$ cat src/rtl/div_seq_ctrl.sv
// Sequencing controller for a 16-bit repeated-subtraction divider: operand handshake,
// divider load/run control, result capture, divide-by-zero and watchdog handling.
module div_seq_ctrl #(
    parameter int unsigned MAX_ITER = 65535
) (
    input  logic        clk_i,
    input  logic        reset_i,
    input  logic        in_valid_i,
    output logic        in_ready_o,
    input  logic [15:0] in_x_i,
    input  logic [15:0] in_y_i,
    output logic [15:0] div_x_o,
    output logic [15:0] div_y_o,
    output logic        div_load_o,
    input  logic [15:0] div_quot_i,
    input  logic [15:0] div_rem_i,
    output logic        out_valid_o,
    input  logic        out_ready_i,
    output logic [15:0] out_quot_o,
    output logic [15:0] out_rem_o,
    output logic        out_dbz_o,
    output logic        out_err_o
);

    localparam logic [15:0] IterLimit = MAX_ITER[15:0];

    typedef enum logic [1:0] {StIdle, StLoad, StRun, StHold} state_e;

    state_e      state_q;
    logic        in_ready_q;
    logic        div_load_q;
    logic        out_valid_q;
    logic [15:0] div_x_q;
    logic [15:0] div_y_q;
    logic [15:0] iter_q;
    logic [15:0] quot_q;
    logic [15:0] rem_q;
    logic        dbz_q;
    logic        err_q;

    logic done;
    logic expired;

    assign done    = div_rem_i < div_y_q;
    assign expired = iter_q == IterLimit;

    always_ff @(posedge clk_i) begin
        if (reset_i) begin
            state_q     <= StIdle;
            in_ready_q  <= 1'b1;
            div_load_q  <= 1'b1;
            out_valid_q <= 1'b0;
            div_x_q     <= 16'd0;
            div_y_q     <= 16'd0;
            iter_q      <= 16'd0;
            quot_q      <= 16'd0;
            rem_q       <= 16'd0;
            dbz_q       <= 1'b0;
            err_q       <= 1'b0;
        end else begin
            unique case (state_q)
                StIdle: begin
                    if (in_valid_i) begin
                        div_x_q    <= in_x_i;
                        div_y_q    <= in_y_i;
                        in_ready_q <= 1'b0;
                        // Zero divisor never terminates in the divider, so it is never released.
                        if (in_y_i == 16'd0) begin
                            state_q     <= StHold;
                            quot_q      <= 16'hFFFF;
                            rem_q       <= in_x_i;
                            dbz_q       <= 1'b1;
                            out_valid_q <= 1'b1;
                        end else begin
                            state_q <= StLoad;
                        end
                    end
                end
                StLoad: begin
                    iter_q     <= 16'd0;
                    div_load_q <= 1'b0;
                    state_q    <= StRun;
                end
                StRun: begin
                    if (!expired) begin
                        iter_q <= iter_q + 16'd1;
                    end
                    if (done || expired) begin
                        quot_q      <= div_quot_i;
                        rem_q       <= div_rem_i;
                        // Quotient must equal the number of observed iterations.
                        err_q       <= !done || (div_quot_i != iter_q);
                        out_valid_q <= 1'b1;
                        div_load_q  <= 1'b1;
                        state_q     <= StHold;
                    end
                end
                StHold: begin
                    if (out_ready_i) begin
                        out_valid_q <= 1'b0;
                        in_ready_q  <= 1'b1;
                        dbz_q       <= 1'b0;
                        err_q       <= 1'b0;
                        state_q     <= StIdle;
                    end
                end
                default: state_q <= StIdle;
            endcase
        end
    end

    assign in_ready_o  = in_ready_q;
    assign div_load_o  = div_load_q;
    assign out_valid_o = out_valid_q;
    assign div_x_o     = div_x_q;
    assign div_y_o     = div_y_q;
    assign out_quot_o  = quot_q;
    assign out_rem_o   = rem_q;
    assign out_dbz_o   = dbz_q;
    assign out_err_o   = err_q;

endmodule
$ cat config.mk
export PLATFORM = sky130hd
export DESIGN_NAME = div_seq_ctrl
export DESIGN_NICKNAME = d
export VERILOG_FILES = /design/src/rtl/div_seq_ctrl.sv
export SDC_FILE = /design/constraint.sdc
export NUM_CORES = 1
export LEC_CHECK = 0
export ABC_AREA = 1
export CORE_ASPECT_RATIO = 1.4
export CORE_UTILIZATION = 47
export DETAILED_ROUTE_END_ITERATION = 6
export MAX_ROUTING_LAYER = met4
export PLACE_DENSITY = 0.89
export SYNTH_ARGS = -nofsm -noshare
export SYNTH_HDL_FRONTEND = slang
export SYNTH_SLANG_ARGS = --single-unit
$ cat constraint.sdc
create_clock -name clk_i -period 2.05 [get_ports clk_i]
set_input_delay 0.3075 -clock clk_i [delete_from_list [all_inputs] [get_ports clk_i]]
set_output_delay 0.3075 -clock clk_i [all_outputs]
set_load 0.05 [all_outputs]
# Word-level counts from Yosys, hierarchy flattened
# Cells that the tools add are included.
[word_totals]
regBits = 87
inputBits = 68
out_inout_bits = 69
elab_cells = 69
[op_classes]
add_sub_neg = 1
magnitude_cmp = 1
n_eq_ne = 10
muxes = 27
n_reduce_logical = 19
[op_table]
columns = ["cell", "n"]
rows = [
  ["2-to-1 mux 16 bit", 7],
  ["case mux 16 bit (2 select lines)", 3],
  ["adder 16 x 1 -> 16 bit (second input constant)", 1],
  ["equality test 16 bit (second input constant)", 1],
  ["zero test 16 bit", 1],
  ["< comparator 16 bit", 1],
  ["inequality test 16 bit", 1],
  ["inequality test 2 bit (second input constant)", 5],
  ["AND reduction 3 bit", 3],
  ["2-to-1 mux 2 bit", 4],
  ["case mux 1 bit (2 select lines)", 4],
  ["case mux 2 bit (4 select lines)", 1],
  ["AND reduction 4 bit", 2],
  ["nonzero test 2 bit", 4],
  ["2-to-1 mux 1 bit", 7],
  ["AND reduction 2 bit", 3],
  ["AND reduction 5 bit", 1],
  ["equality test 2 bit (second input constant)", 2],
  ["case mux 1 bit (3 select lines)", 1],
  ["nonzero test 3 bit", 1],
  ["equality test 2 x 1 -> 1 bit (second input constant)", 1],
  ["zero test 2 bit", 1],
  ["logical OR 1 bit", 2],
  ["zero test 1 bit", 1],
]

# Logic depth before layout (Yosys ltp)
# Gate-level depths: netlist of the first run.
[logic_depth]
depth_word = 5
mapped_depth = 17
mapped_depth_nobuf = 15

# Least setup slack after synthesis of the first run
# OpenSTA, ideal clock, no wires.
[synth_path]
path_type = "register -> register"
startpoint = "register div_y_q[13], in the netlist div_y_o[13]"
endpoint = "register rem_q[10], in the netlist out_rem_o[10]"
arrival_time_ns = 2.169
path_slack_ns = -0.232
path_stages_with_launch = 15
path_buffers = 2
synth_period_minus_slack_ns = 2.282
cell_sequence = "dfxtp_1 -> inv_1 -> ha_1 -> nand2_1 -> inv_1 -> o21ai_0 -> nand2_1 -> a21oi_1 -> nand2_1 -> nand2_4 -> nand2_2 -> buf_6 -> buf_2 -> nor2_1 -> nor2_1"
[synth_via]
elab_chain_len = 4
[synth_rtl]
columns = ["element", "line_no", "text"]
rows = [
  ["start: declaration", "34", "logic [15:0] div_y_q;"],
  ["start signal: assignment", "65", "div_y_q <= in_y_i;"],
  ["< comparator 16 bit", "44", "assign done = div_rem_i < div_y_q;"],
  ["logical OR 1 bit", "88", "if (done || expired) begin"],
  ["inequality test 2 bit (no line)", "-", ""],
  ["AND reduction 4 bit (no line)", "-", ""],
  ["end signal: assignment", "71", "rem_q <= in_x_i;"],
  ["end signal: assignment", "90", "rem_q <= div_rem_i;"],
  ["end: declaration", "37", "logic [15:0] rem_q;"],
]
# Every way passes these cells.
# A chain may end at the register's enable or synchronous reset.

# Final worst setup path of the first run
[layout_path]
startpoint = "register div_y_q[7], in the netlist div_y_o[7]"
endpoint = "register rem_q[6], in the netlist out_rem_o[6]"
# Same word-level chain as after synthesis.

==> results of run 1 <==
-- kinds of logic (layout without fill, tap and decap cells) --
group / after synthesis / after routing / share of synthesized area, %
AOI/OAI and AO/OA: 120 / 120 / 13.55
xor gates and xnor gates: 14 / 14 / 2.744
adders and majority gates: 20 / 20 / 5.599
buffers and inverters: 107 / 265 / 9.630
DFF: 87 / 87 / 38.97
and+or+nand+nor: 315 / 315 / 29.51
-- per-stage QoR --
step	hold slack, ps	util [%]	total power, W	cells	area [um^2]
2_1_floorplan	450.6	-	0.002782	663	4498
3_3_place_gp	461.1	66.87	0.003310	907	6106
3_5_place_dp	474.9	66.87	0.003359	907	6106
4_1_cts	490.5	70.70	0.005024	924	6456
5_1_grt	438.5	72.51	0.005304	928	6621
6_report	411.5	72.51	0.005106	928	6621
-- power breakdown --
| group | internal (W) | total (W) | switching [W] |
|---|---|---|---|
| Clock | 0.000950 | 0.00167 | 0.000719 |
| Sequential | 0.00182 | 0.00189 | 0.0000744 |
| Combinational | 0.000574 | 0.00154 | 0.000971 |
-- worst reg2reg max path: stages (launching register included) --
cell and delay, ps:
dfxtp_2 320, inv_1 150, ha_4 230, nand2_1 90, nor2_1 60, nor3_1 200
nand2_1 100, nand2_2 80, nand2_2 70, nand2_4 110, nand2_8 110, buf_12 170
nand2_2 80, nand2_1 70, nor2_1 190
-- flip-flops by register name, summed over array words and instances, names as in the netlist --
name	cells
out_valid_o	1
iter_q	16
div_load_o	1
state_q	2
div_x_o	16
div_y_o	16
in_ready_o	1
out_rem_o	16
out_dbz_o	1
out_err_o	1
out_quot_o	16
-- cells in the mapped netlist --
| cell | count | area, um^2 |
|---|---|---|
| nand2_1 | 144 | 540.5 |
| nor2_1 | 112 | 420.4 |
| dfxtp_1 | 87 | 1742 |
| inv_1 | 76 | 285.3 |
| o21ai_0 | 67 | 335.3 |
| a21oi_1 | 49 | 245.2 |
| ha_1 | 20 | 250.2 |
| clkbuf_1 | 19 | 71.32 |
| nand3_1 | 18 | 90.09 |
| or2_2 | 14 | 87.58 |
| nor3_1 | 12 | 60.06 |
| xnor2_1 | 9 | 78.83 |
| buf_2 | 5 | 25.02 |
| nand4_1 | 5 | 31.28 |
| xor2_1 | 5 | 43.79 |
| buf_4 | 2 | 15.01 |
| buf_6 | 2 | 22.52 |
| nor2_2 | 2 | 12.51 |
| nor2_4 | 2 | 22.52 |
| o21ai_1 | 2 | 10.01 |
| a21boi_0 | 1 | 7.510 |
| buf_1 | 1 | 3.750 |
| clkinv_1 | 1 | 3.750 |
| inv_2 | 1 | 3.750 |
| nand2_2 | 1 | 6.260 |
| nand2_4 | 1 | 11.26 |
| nand3_2 | 1 | 10.01 |
| nand3b_1 | 1 | 7.510 |
| nand4_2 | 1 | 12.51 |
| nor4_1 | 1 | 6.260 |
| o211ai_1 | 1 | 7.510 |
-- routing by layer --
metal / track usage, % / part of all wire (%) / vias to the layer above
li1: - / - / 2393
met1: 28.54 / 35 / 2255
met2: 52.20 / 50 / 286
met3: 7.319 / 7.9 / 90
met4: 21.29 / 6.7 / 0
met5: - / 0 / -
-- cell usage in the layout, fill, tap and decap left out, types with 4 or more instances in the layout --
| cell type | n |
|---|---|
| xor2_1 | 5 |
| dlymetal6s2s_1 | 8 |
| nand4_1 | 5 |
| nand2_1 | 141 |
| clkdlybuf4s50_1 | 128 |
| dfxtp_1 | 72 |
| nand3_1 | 17 |
| nor3_1 | 10 |
| ha_1 | 15 |
| dfxtp_2 | 11 |
| ha_4 | 4 |
| or2_2 | 14 |
| buf_4 | 30 |
| o21ai_0 | 58 |
| clkbuf_16 | 11 |
| inv_1 | 73 |
| o21ai_1 | 11 |
| nor2_1 | 112 |
| xnor2_1 | 9 |
| a21oi_1 | 46 |
| dfxtp_4 | 4 |
-- final cells by class --
type,instances,share of cell area (%)
clock buffer,10,3.458
multi-input combinational,469,36.26
tap,107,2.022
clock inverter,6,1.020
inverter,78,4.460
timing repair buffer,171,26.04
sequential,87,26.74
-- final timing paths --
| path | startpoint | to | slack (ps) | depth (start not counted) |
|---|---|---|---|---|
| worst min-delay path | div_rem_i[3] | out_rem_o[3] | 410 | 5 |
| worst min register to register | div_y_o[6] | div_y_o[6] | 490 | 2 |
| worst max-delay path | div_y_o[7] | out_rem_o[6] | -40 | 14 |
| worst max register to register | div_y_o[7] | out_rem_o[6] | -40 | 14 |
-- timing repair --
| item | in CTS | in global routing |
|---|---|---|
| gates cloned | 1 | 2 |
| endpoints found under the setup margin | 21 | 35 |
| gates resized for setup | 4 | 37 |
| setup buffers | 0 | 2 |
| pin swaps | 0 | 12 |
==> key figures, run 1 <==
Outcome
  – Outcome: finished with violations
  – Violated checks: DRC, setup timing

Synth
  – Register bit total from synthesis: a little under 90
  – Register area share after synthesis: 38.97%
  – Count of cell types in the netlist: 31
  – Synthesized area: between 4000 and 5000 um^2
  – Syn Area/Cell: about 6.7 um^2
  – YS warnings: 0
  – Syn nets: about 750
  – Cells after Synth: around 660

GRT
  – Vias in the first global route: 5096
  – First-pass GRT wire length: between 20000 and 25000 um
  – Gr ovfl total: 0
  – Initial antenna violation count: 0
  – GRT Total Usage: 29.94%
  – Largest net degree at the start of global routing: 71

Worst setup path
  – Worst setup EP type: flop
  – Cell Chain, Critical Path: inv_1 > ha_4 > nand2_1 > nor2_1 > nor3_1 > nand2_1 > nand2_2 > nand2_2 > nand2_4 > nand2_8 > buf_12 > nand2_2 > nand2_1 > nor2_1
  – WP data arrival: between 2000 and 2500 ps
  – Critical Path Start Type: flop
  – CP delay by family, top: simple AND/OR/NAND/NOR gates
  – Crit-path max cell delay: 320 ps
  – Data required, critical path: between 2000 and 2500 ps
  – Buf/Inv on CP: 2
  – Slowest-stage cell, CP: dfxtp_2
  – Setup CP Type: flop to flop
  – Crit path max fanout: 6

Place
  – Post-DP HPWL: roughly 10000 um
  – DP Worst Slack: -386.7 ps
  – # port buffers: 136
  – RePlAce Congestion: around 0.9

Route
  – DR vias: between 5k and 6k
  – Remaining DRCs: 9
  – Initial DRC Count: about 330
  – WL/cell: ~16 um
  – DR pass1 iterations: 7
  – Avg Vias per Cell: ~5.4
  – Post-route ant nets: 0
  – Post-Route WL: between 15000 and 20000 um

Layout
  – Area occupied by multi-input gates: between 2000 and 2500 um^2
  – FILL cells: 672
  – ANT cells: 0
  – Final layout net count: between 900 and 1k
  – Seq. cell area: approximately 1800 um^2
  – Synthesis-to-layout area growth: 48.15%
  – Layout cells sized above 1: 12.91%

STA
  – Achievable frequency: 479.3 MHz
  – RSZ-0062 raised after global routing: yes
  – Clock Skew: approximately 19 ps
  – Post-route setup slack: -36.56 ps
  – TNS Setup: -36.56 ps
  – Final slew viol count: 0
  – Slew Limit Headroom: 55.13%
  – Tmin final: 2087 ps
  – Endpoints failing hold: 0
  – Count of final setup violators: 1
  – Worst slew pin tran: approximately 670 ps
  – Fin crit share: 101.8%

Clocking
  – CTS root buf: clkbuf_16
  – Clock-pin transition on the worst setup and hold timing paths: 70 ps
  – Clk sink count: 87
  – Clk buf depth: 2
  – # hold bufs at CTS: 0
  – CTS tree: done
  – CTS buffer count: 9
  – Clock latency on the worst-skew pair: around 350 ps
  – H-tree depth: 3

Floorplanning
  – # rows: roughly 40
  – Die X-Extent: approximately 84 um
  – Floorplan core area: 9131 um^2
  – Full die area: around 10000 um^2
  – Io pins: approximately 140
  – Die Height: 117.4 um
  – Initial Util: approximately half

Power
  – Peak supply drop: 556.9 uV
  – Pwr/cell area: about 770 nW/um^2
  – LEAKAGE: between 2 and 3 nW

Worst hold path
  – HP Class: input port to flop

Job
  – Max cap viols: 0
(Power assumes the default switching activity.)
==> run 2: changes to the inputs <==
--- a/config.mk
+++ b/config.mk
@@ -10,7 +10,7 @@
 export CORE_UTILIZATION = 47
 export DETAILED_ROUTE_END_ITERATION = 6
 export MAX_ROUTING_LAYER = met4
-export PLACE_DENSITY = 0.89
+export PLACE_DENSITY = 0.85
 export SYNTH_ARGS = -nofsm -noshare
 export SYNTH_HDL_FRONTEND = slang
 export SYNTH_SLANG_ARGS = --single-unit
==> run 2 against run 1 <==
Compared with the run above: the flow finishes with violations (DRC); sequential share of layout area hardly changed; die area is the same; critical path depth fell by 1; flip-flop and latch count unchanged; critical endpoint is now out_quot_o[14].
==> key figures, run 2 (synthesis gave the netlist of run 1 again) <==
STA
  – Worst slew pin tran: 576.1 ps (-96.92 ps)
  – Clock Skew: 10.90 ps (-8.183 ps)
  – Final slew viol count: 0 (unchanged)
  – Achievable frequency: 496.1 MHz (+3.5%)
  – Tmin final: 2016 ps (-70.88 ps)
  – Slew Limit Headroom: 61.47% (+6.3 points)
  – Count of final setup violators: 0 (-1)
  – Endpoints failing hold: 0 (unchanged)
  – Fin crit share: 98.33% (-3.5 points)
  – WHS: 447.7 ps (+36.18 ps)

GRT
  – Gr ovfl total: 0 (unchanged)
  – Vias in the first global route: 4903 (-3.8%)
  – First-pass GRT wire length: 22010 um (-3.6%)
  – Initial antenna violation count: 0 (unchanged)
  – GRT Total Usage: 28.54% (-1.4 points)
  – Largest net degree at the start of global routing: 40 (-44%)

Layout
  – Final layout net count: 908 (+0.44%)
  – Area occupied by multi-input gates: 2397 um^2 (-0.16%)
  – FILL cells: 713 (+6.1%)
  – ANT cells: 0 (unchanged)
  – Seq. cell area: 1770 um^2 (unchanged)
  – Layout cells sized above 1: 13.09% (+0.18 points)
  – Design area: 6619 um^2 (about the same)
  – Final Non-Filler Cells: 932 (+0.43%)
  – Most common cell after layout, fill and taps aside: nand2_1
  – Synthesis-to-layout area growth: 48.10% (about the same)
  – Commonest cells after routing, fill and taps aside: nand2_1 (141), clkdlybuf4s50_1 (133), nor2_1 (111)

Floorplanning
  – Full die area: 9909 um^2 (unchanged)
  – Die Height: 117.4 um (unchanged)
  – Die X-Extent: 84.42 um (unchanged)
  – # rows: 41 (unchanged)
  – Floorplan core area: 9131 um^2 (unchanged)
  – Io pins: 137 (unchanged)
  – Initial Util: 48.94% (unchanged)

Worst setup path
  – Crit path max fanout: 8 (+2)
  – Worst R2R End: out_quot_o[14]
  – Setup CP Type: input port to flop
  – WP data arrival: 2240 ps (-120 ps)
  – Worst setup EP type: flop
  – Data required, critical path: 2270 ps (-50 ps)
  – Worst R2R Path Depth: 13 (-1)
  – Worst R2R Start: div_y_o[15]
  – Reg2Reg Setup Slack: 70 ps (+110 ps)
  – Critical Path Start Type: input port

Place
  – RePlAce Congestion: 0.8999 (-0.38%)
  – Area after DPL: 6136 um^2 (+0.49%)
  – Post-DP HPWL: 10270 um (+0.98%)
  – Placed insts: 911 (+0.44%)
  – # port buffers: 136 (unchanged)

Power
  – Pwr/cell area: 745.2 nW/um^2 (-3.4%)
  – Tot Pwr: 0.004933 W (-3.4%)
  – Peak supply drop: 542.6 uV (-2.6%)
  – LEAKAGE: 2.804 nW (-0.76%)
  – Internal power: 0.003248 W (-2.8%)
  – Logic pwr share: 30.6% (+0.3 points)
  – NetSw: 0.001684 W (-4.5%)
  – Flop pwr share: 38.3% (+1.2 points)
  – Switch share: 34.15% (-0.39 points)
  – Clock share of power: 31.1% (-1.6 points)

Clocking
  – CTS buffer count: 9 (unchanged)
  – # hold bufs at CTS: 0 (unchanged)
  – Clock latency on the worst-skew pair: 340 ps (about the same)
  – CTS tree: done
  – Clock-pin transition on the worst setup and hold timing paths: 70 ps (about the same)
  – H-tree depth: 3 (unchanged)
  – Clk buf depth: 2 (unchanged)
  – Clk sink count: 87 (unchanged)
  – CTS root buf: clkbuf_16

Route
  – Remaining DRCs: 9 (unchanged)
  – DR vias: 4870 (-3.1%)
  – Post-route ant nets: 0 (unchanged)
  – Avg Vias per Cell: 5.225 (-3.5%)
  – WL/cell: 14.87 um (-9.3%)
  – Post-Route WL: 13860 um (-8.9%)
  – DR pass1 iterations: 7 (unchanged)
  – Initial DRC Count: 306 (-7.6%)

Outcome
  – Outcome: finished with violations
  – Violated checks: DRC

Worst hold path
  – Hold Path Sink: out_rem_o[5]
  – Hold Crit Start: div_rem_i[5]
  – Worst hold path stage count: 5 (unchanged)
  – HP Class: input port to flop

Job
  – Max cap viols: 0 (unchanged)
run 2: cell types whose count changed in the layout (fill, tap and decap cells not counted), moves of 2 or more:
cell             delta
clkdlybuf4s50_1     +5
dlymetal6s2s_1      -5
buf_4               +4
clkinv_2            +2
clkinv_4            +2
clkinvlp_4          -2
inv_1               +2
inv_2               -2
o21ai_0             -2
o21ai_1             +2
run 2: metal layers:
metal | vias to the layer above | routed length, um | global-route usage [%]
met1 | 2236 | 5113 | 28.67
met5 | - | 0 | -
li1 | 2398 | - | -
met3 | 29 | 1051 | 6.334
met4 | 0 | 377 | 11.55
met2 | 207 | 7315 | 52.77
run 2: layout make-up:
class | instances | share of cell area [%]
Tap cell | 107 | 2.023
Timing Repair Buffer | 175 | 26.28
Inverter | 78 | 4.461
Sequential cell | 87 | 26.75
Clock inverter | 6 | 0.6616
Multi-Input combinational cell | 469 | 36.22
Clock buffer | 10 | 3.611
run 2: power by group through the flow:
stage | combinational (W) | clock (W) | sequential, W
after floorplan | 0.000483 | 0 | 0.00230
after global placement | 0.00140 | 0 | 0.00192
after detailed placement | 0.00144 | 0 | 0.00192
after CTS | 0.00145 | 0.00156 | 0.00189
after global routing | 0.00162 | 0.00165 | 0.00190
final | 0.00151 | 0.00154 | 0.00189
run 2: timing repair:
| action | in CTS | in global routing |
|---|---|---|
| gates resized for setup | 1 | 33 |
| setup endpoints to repair | 8 | 37 |
| gates cloned | 0 | 3 |
| pin swaps | 0 | 3 |
| buffers inserted | 0 | 2 |
run 2: worst max-delay path, cell delays in order:
cell	delay [ps]
clkdlybuf4s50_1	530
ha_4	220
nand2_1	50
inv_1	40
o21ai_0	160
nand2_1	100
a21oi_2	170
nand2_2	90
nand2_4	90
nand2_8	100
buf_12	160
o21ai_0	150
nor2_1	60
run 2: how the worst max path moves through the flow:
stage	slack [ps]	startpoint	cells after the start	to
2_1_floorplan	5	div_y_o[11]	12	out_rem_o[10]
4_1_cts	20	div_y_o[15]	14	out_rem_o[2]
6_report	30	div_rem_i[13]	13	out_quot_o[14]
3_3_place_gp	-280	div_rem_i[9]	11	out_quot_o[0]
5_1_grt	-40	div_y_o[6]	14	out_rem_o[3]
3_5_place_dp	-380	div_rem_i[13]	13	out_quot_o[15]
run 2: per-stage QoR:
stage / setup WS (ps) / setup TNS, ps / util, %
2_1_floorplan: 5.476 / 0 / -
3_3_place_gp: -277.4 / -9076 / 67.20
3_5_place_dp: -377.9 / -11610 / 67.20
4_1_cts: 22.45 / 0 / 70.33
5_1_grt: -42.26 / -397.4 / 72.49
6_report: 34.33 / 0 / 72.49
==> variant 1, RTL diff (settings of run 2) <==
The 4 states of `state_e` get a one-hot encoding in 4 bits.
--- a/src/rtl/div_seq_ctrl.sv
+++ b/src/rtl/div_seq_ctrl.sv
@@ -24,7 +24,7 @@
 
     localparam logic [15:0] IterLimit = MAX_ITER[15:0];
 
-    typedef enum logic [1:0] {StIdle, StLoad, StRun, StHold} state_e;
+    typedef enum logic [3:0] {StIdle = 4'b0001, StLoad = 4'b0010, StRun = 4'b0100, StHold = 4'b1000} state_e;
 
     state_e      state_q;
     logic        in_ready_q;
Formal check against the unedited RTL: no difference found for any inputs over 4 cycles, from zero or initial values and one cycle with reset_i high; so few cycles prove little.
==> variant 1 against run 2 <==
- the flow still finishes with violations (DRC)
- critical endpoint is now out_rem_o[3]$_SDFFE_PP0P_
- via count down 3.4%
- non-clock buffer count fell by 12
- critical path type unchanged
- setup slack better by 0.053 ns
- cell area is 4.2% lower
- synthesized cell count fell by 8.9%
- wire length decreased by 2.4%
- largest cell class unchanged
- total power rose by 13%
- core utilization up 0.72 points
- synthesized area shrank 5.1%
- sequential cell count increased by 2
==> variant 1: results (changes against run 2) <==
status: "finished, violations left"
failed_checks: "DRC"
ys_top_cells_by_area: "dfxtp_1 42%, nand2_1 12%, nor2_1 8.4%"
syn_inst: 604  # -8.9%
irDropWorstVdd_v: 0.000688  # +27%
drc: 1  # -8
max-slew-margin-rel: 0.629  # +0.0139
critPathLaunch: "div_rem_i[11]"
cts_resized: 3  # +2
holdWs_ns: 0.442  # -0.00553 ns
final_layout_size_suffix_gt1_frac: 0.117  # -0.0136
p_leak_nw: 2.69  # -4.1%
placed_cell_area_mm2: 0.00586  # -4.5%
cp_max_fo: 12  # +4
synth_cell_types: 36  # +16%
stdcell_count: 864  # -7.3%
final_nets: 838  # -7.7%
multi_input_area_mm2: 0.00222  # -7.5%
dr.first_iter.drc_count: 316  # +3.3%
grtUsageMet2: 0.535  # +0.00732
place_hpwl_um: 9580  # -6.8%
p_seq_frac: 0.356  # -0.027
dp_cells: 846  # -7.1%
place.gp.congestion: 0.869  # -3.4%
fin_worst_skew_ns: 0.00532  # -0.00558 ns
## variant 1: cell types whose count changed in the layout (fill, tap and decap cells not counted), sizes merged, moves of 6 or more
cell / run 2 / this run
buf: 36 / 26
inv: 78 / 54
nor4: 1 / 7
or2: 14 / 5
a21oi: 49 / 56
o21ai: 69 / 58
nor2: 116 / 96
## variant 1: area by class of cell
type                    count  area share
multi-input cells         436       0.350
flip-flops and latches     89       0.285
repair buffers            163       0.258
clock buffers              10      0.0377
inverters                  55      0.0330
well taps                 105      0.0207
clock inverters             6      0.0166
## variant 1: kinds of logic (layout without fill, tap and decap cells)
logic type      after synthesis  after routing  share of synthesized area
fa+ha+maj                    16             16                     0.0472
flops                        89             89                      0.420
compound gates              118            118                      0.142
xor+xnor                     13             13                     0.0268
buf+inv                      79            234                     0.0773
simple gates                289            289                      0.287
==> variant 2, RTL diff (config.mk and constraints of run 2) <==
Made on the original files. The parameter `MAX_ITER` goes from 65535 to 32768.
--- a/src/rtl/div_seq_ctrl.sv
+++ b/src/rtl/div_seq_ctrl.sv
@@ -1,7 +1,7 @@
 // Sequencing controller for a 16-bit repeated-subtraction divider: operand handshake,
 // divider load/run control, result capture, divide-by-zero and watchdog handling.
 module div_seq_ctrl #(
-    parameter int unsigned MAX_ITER = 65535
+    parameter int unsigned MAX_ITER = 32768
 ) (
     input  logic        clk_i,
     input  logic        reset_i,
Formal check against the unedited RTL: no difference found for any inputs over 4 cycles, from zero or initial values and one cycle with reset_i high; that may be too few to reach the edited logic, so the function may still have changed.
==> variant 2 against run 2 <==
- the flow still finishes with violations (DRC)
- hold slack worse by 0.057 ns
- setup slack improved by 0.017 ns
- register-to-register slack got worse by 0.02 ns
- total power rose by 2.5%
- wire length grew 8.5%
- cell area rose by 2.4%
- synthesized area rose by 0.95%
- cell count is 0.86% higher
- clock skew shrank 0.0026 ns
- count of clock-buffer cells in the layout is the same
- global-route usage up 0.47 points
- sequential cell count stayed put
- maximum frequency rose by 0.83%
- combinational power rose by 5%
==> variant 2: results (changes against run 2) <==
status: "finished, violations left"
failed_checks: "DRC"
synth_commonest_cells: "137 x nand2_1, 109 x nor2_1, 87 x dfxtp_1, 79 x inv_1, 70 x o21ai_0"
r2r_start: "div_y_o[13]$_SDFFE_PP0P_"
synth_fa_ha_area_frac: 0.0582  # +0.00225
dr.first_iter.drc_count: 323  # +5.6%
drc: 8  # -1
final_layout_size_suffix_gt1_frac: 0.156  # +0.0253
wl_met1_um: 5530  # +8.2%
grt_antenna_before_repair: 1  # +1
syn_avg_cell_area_um2: 6.75  # +0.20%
critPathSlowestCell: "dfxtp_2"
place.gp.congestion: 0.916  # +1.8%
power.density_mw_per_mm2: 746  # +0.16%
synth_compound_area_frac: 0.139  # +0.00371
dr_wl_met3_um: 1020  # -2.9%
wirelength_um: 15000  # +8.5%
wl_met2_um: 7930  # +8.4%
drtPass1Iterations: 6  # -1
ys_top_cells_by_area: "dfxtp_1 39%, nand2_1 11%, nor2_1 9.1%"
grt_pass1_wl_um: 22200  # +0.81%
crit_family: "compound AO/OA/AOI/OAI gates"
grtUsageMet2: 0.540  # +0.0125
synth_cell_types: 29  # -6.5%
max_stage_delay_ns: 0.33  # -0.20 ns
synth_nets: 757  # +0.80%
synth_xor_area_frac: 0.0214  # -0.00608
met3_usage: 0.0498  # -0.0135
[variant 2: kinds of logic (layout without fill, tap and decap cells)]
| group | after synthesis | after routing |
|---|---|---|
| DFF | 87 | 87 |
| other | 0 | 1 |
| AOI/OAI and AO/OA | 124 | 124 |
| and+or+nand+nor | 313 | 315 |
| xor gates and xnor gates | 11 | 11 |
| adders and majority gates | 21 | 21 |
| buffers and inverters | 112 | 274 |
[variant 2: layout make-up]
class | count | area share
multi-input combinational | 471 | 0.374
sequential | 87 | 0.260
timing repair buffer | 172 | 0.256
inverter | 86 | 0.0484
clock buffer | 10 | 0.0353
tap | 107 | 0.0198
clock inverter | 6 | 0.00646
antenna | 1 | 0.000369
[variant 2: final timing paths]
kind / to / slack (ns) / cells after the start
max: out_err_o$_SDFFE_PP0P_ / 0.05 / 13
min: out_rem_o[1]$_SDFFE_PP0P_ / 0.39 / 5
max reg2reg: out_err_o$_SDFFE_PP0P_ / 0.05 / 13
min reg2reg: out_quot_o[2]$_SDFFE_PP0P_ / 0.49 / 2
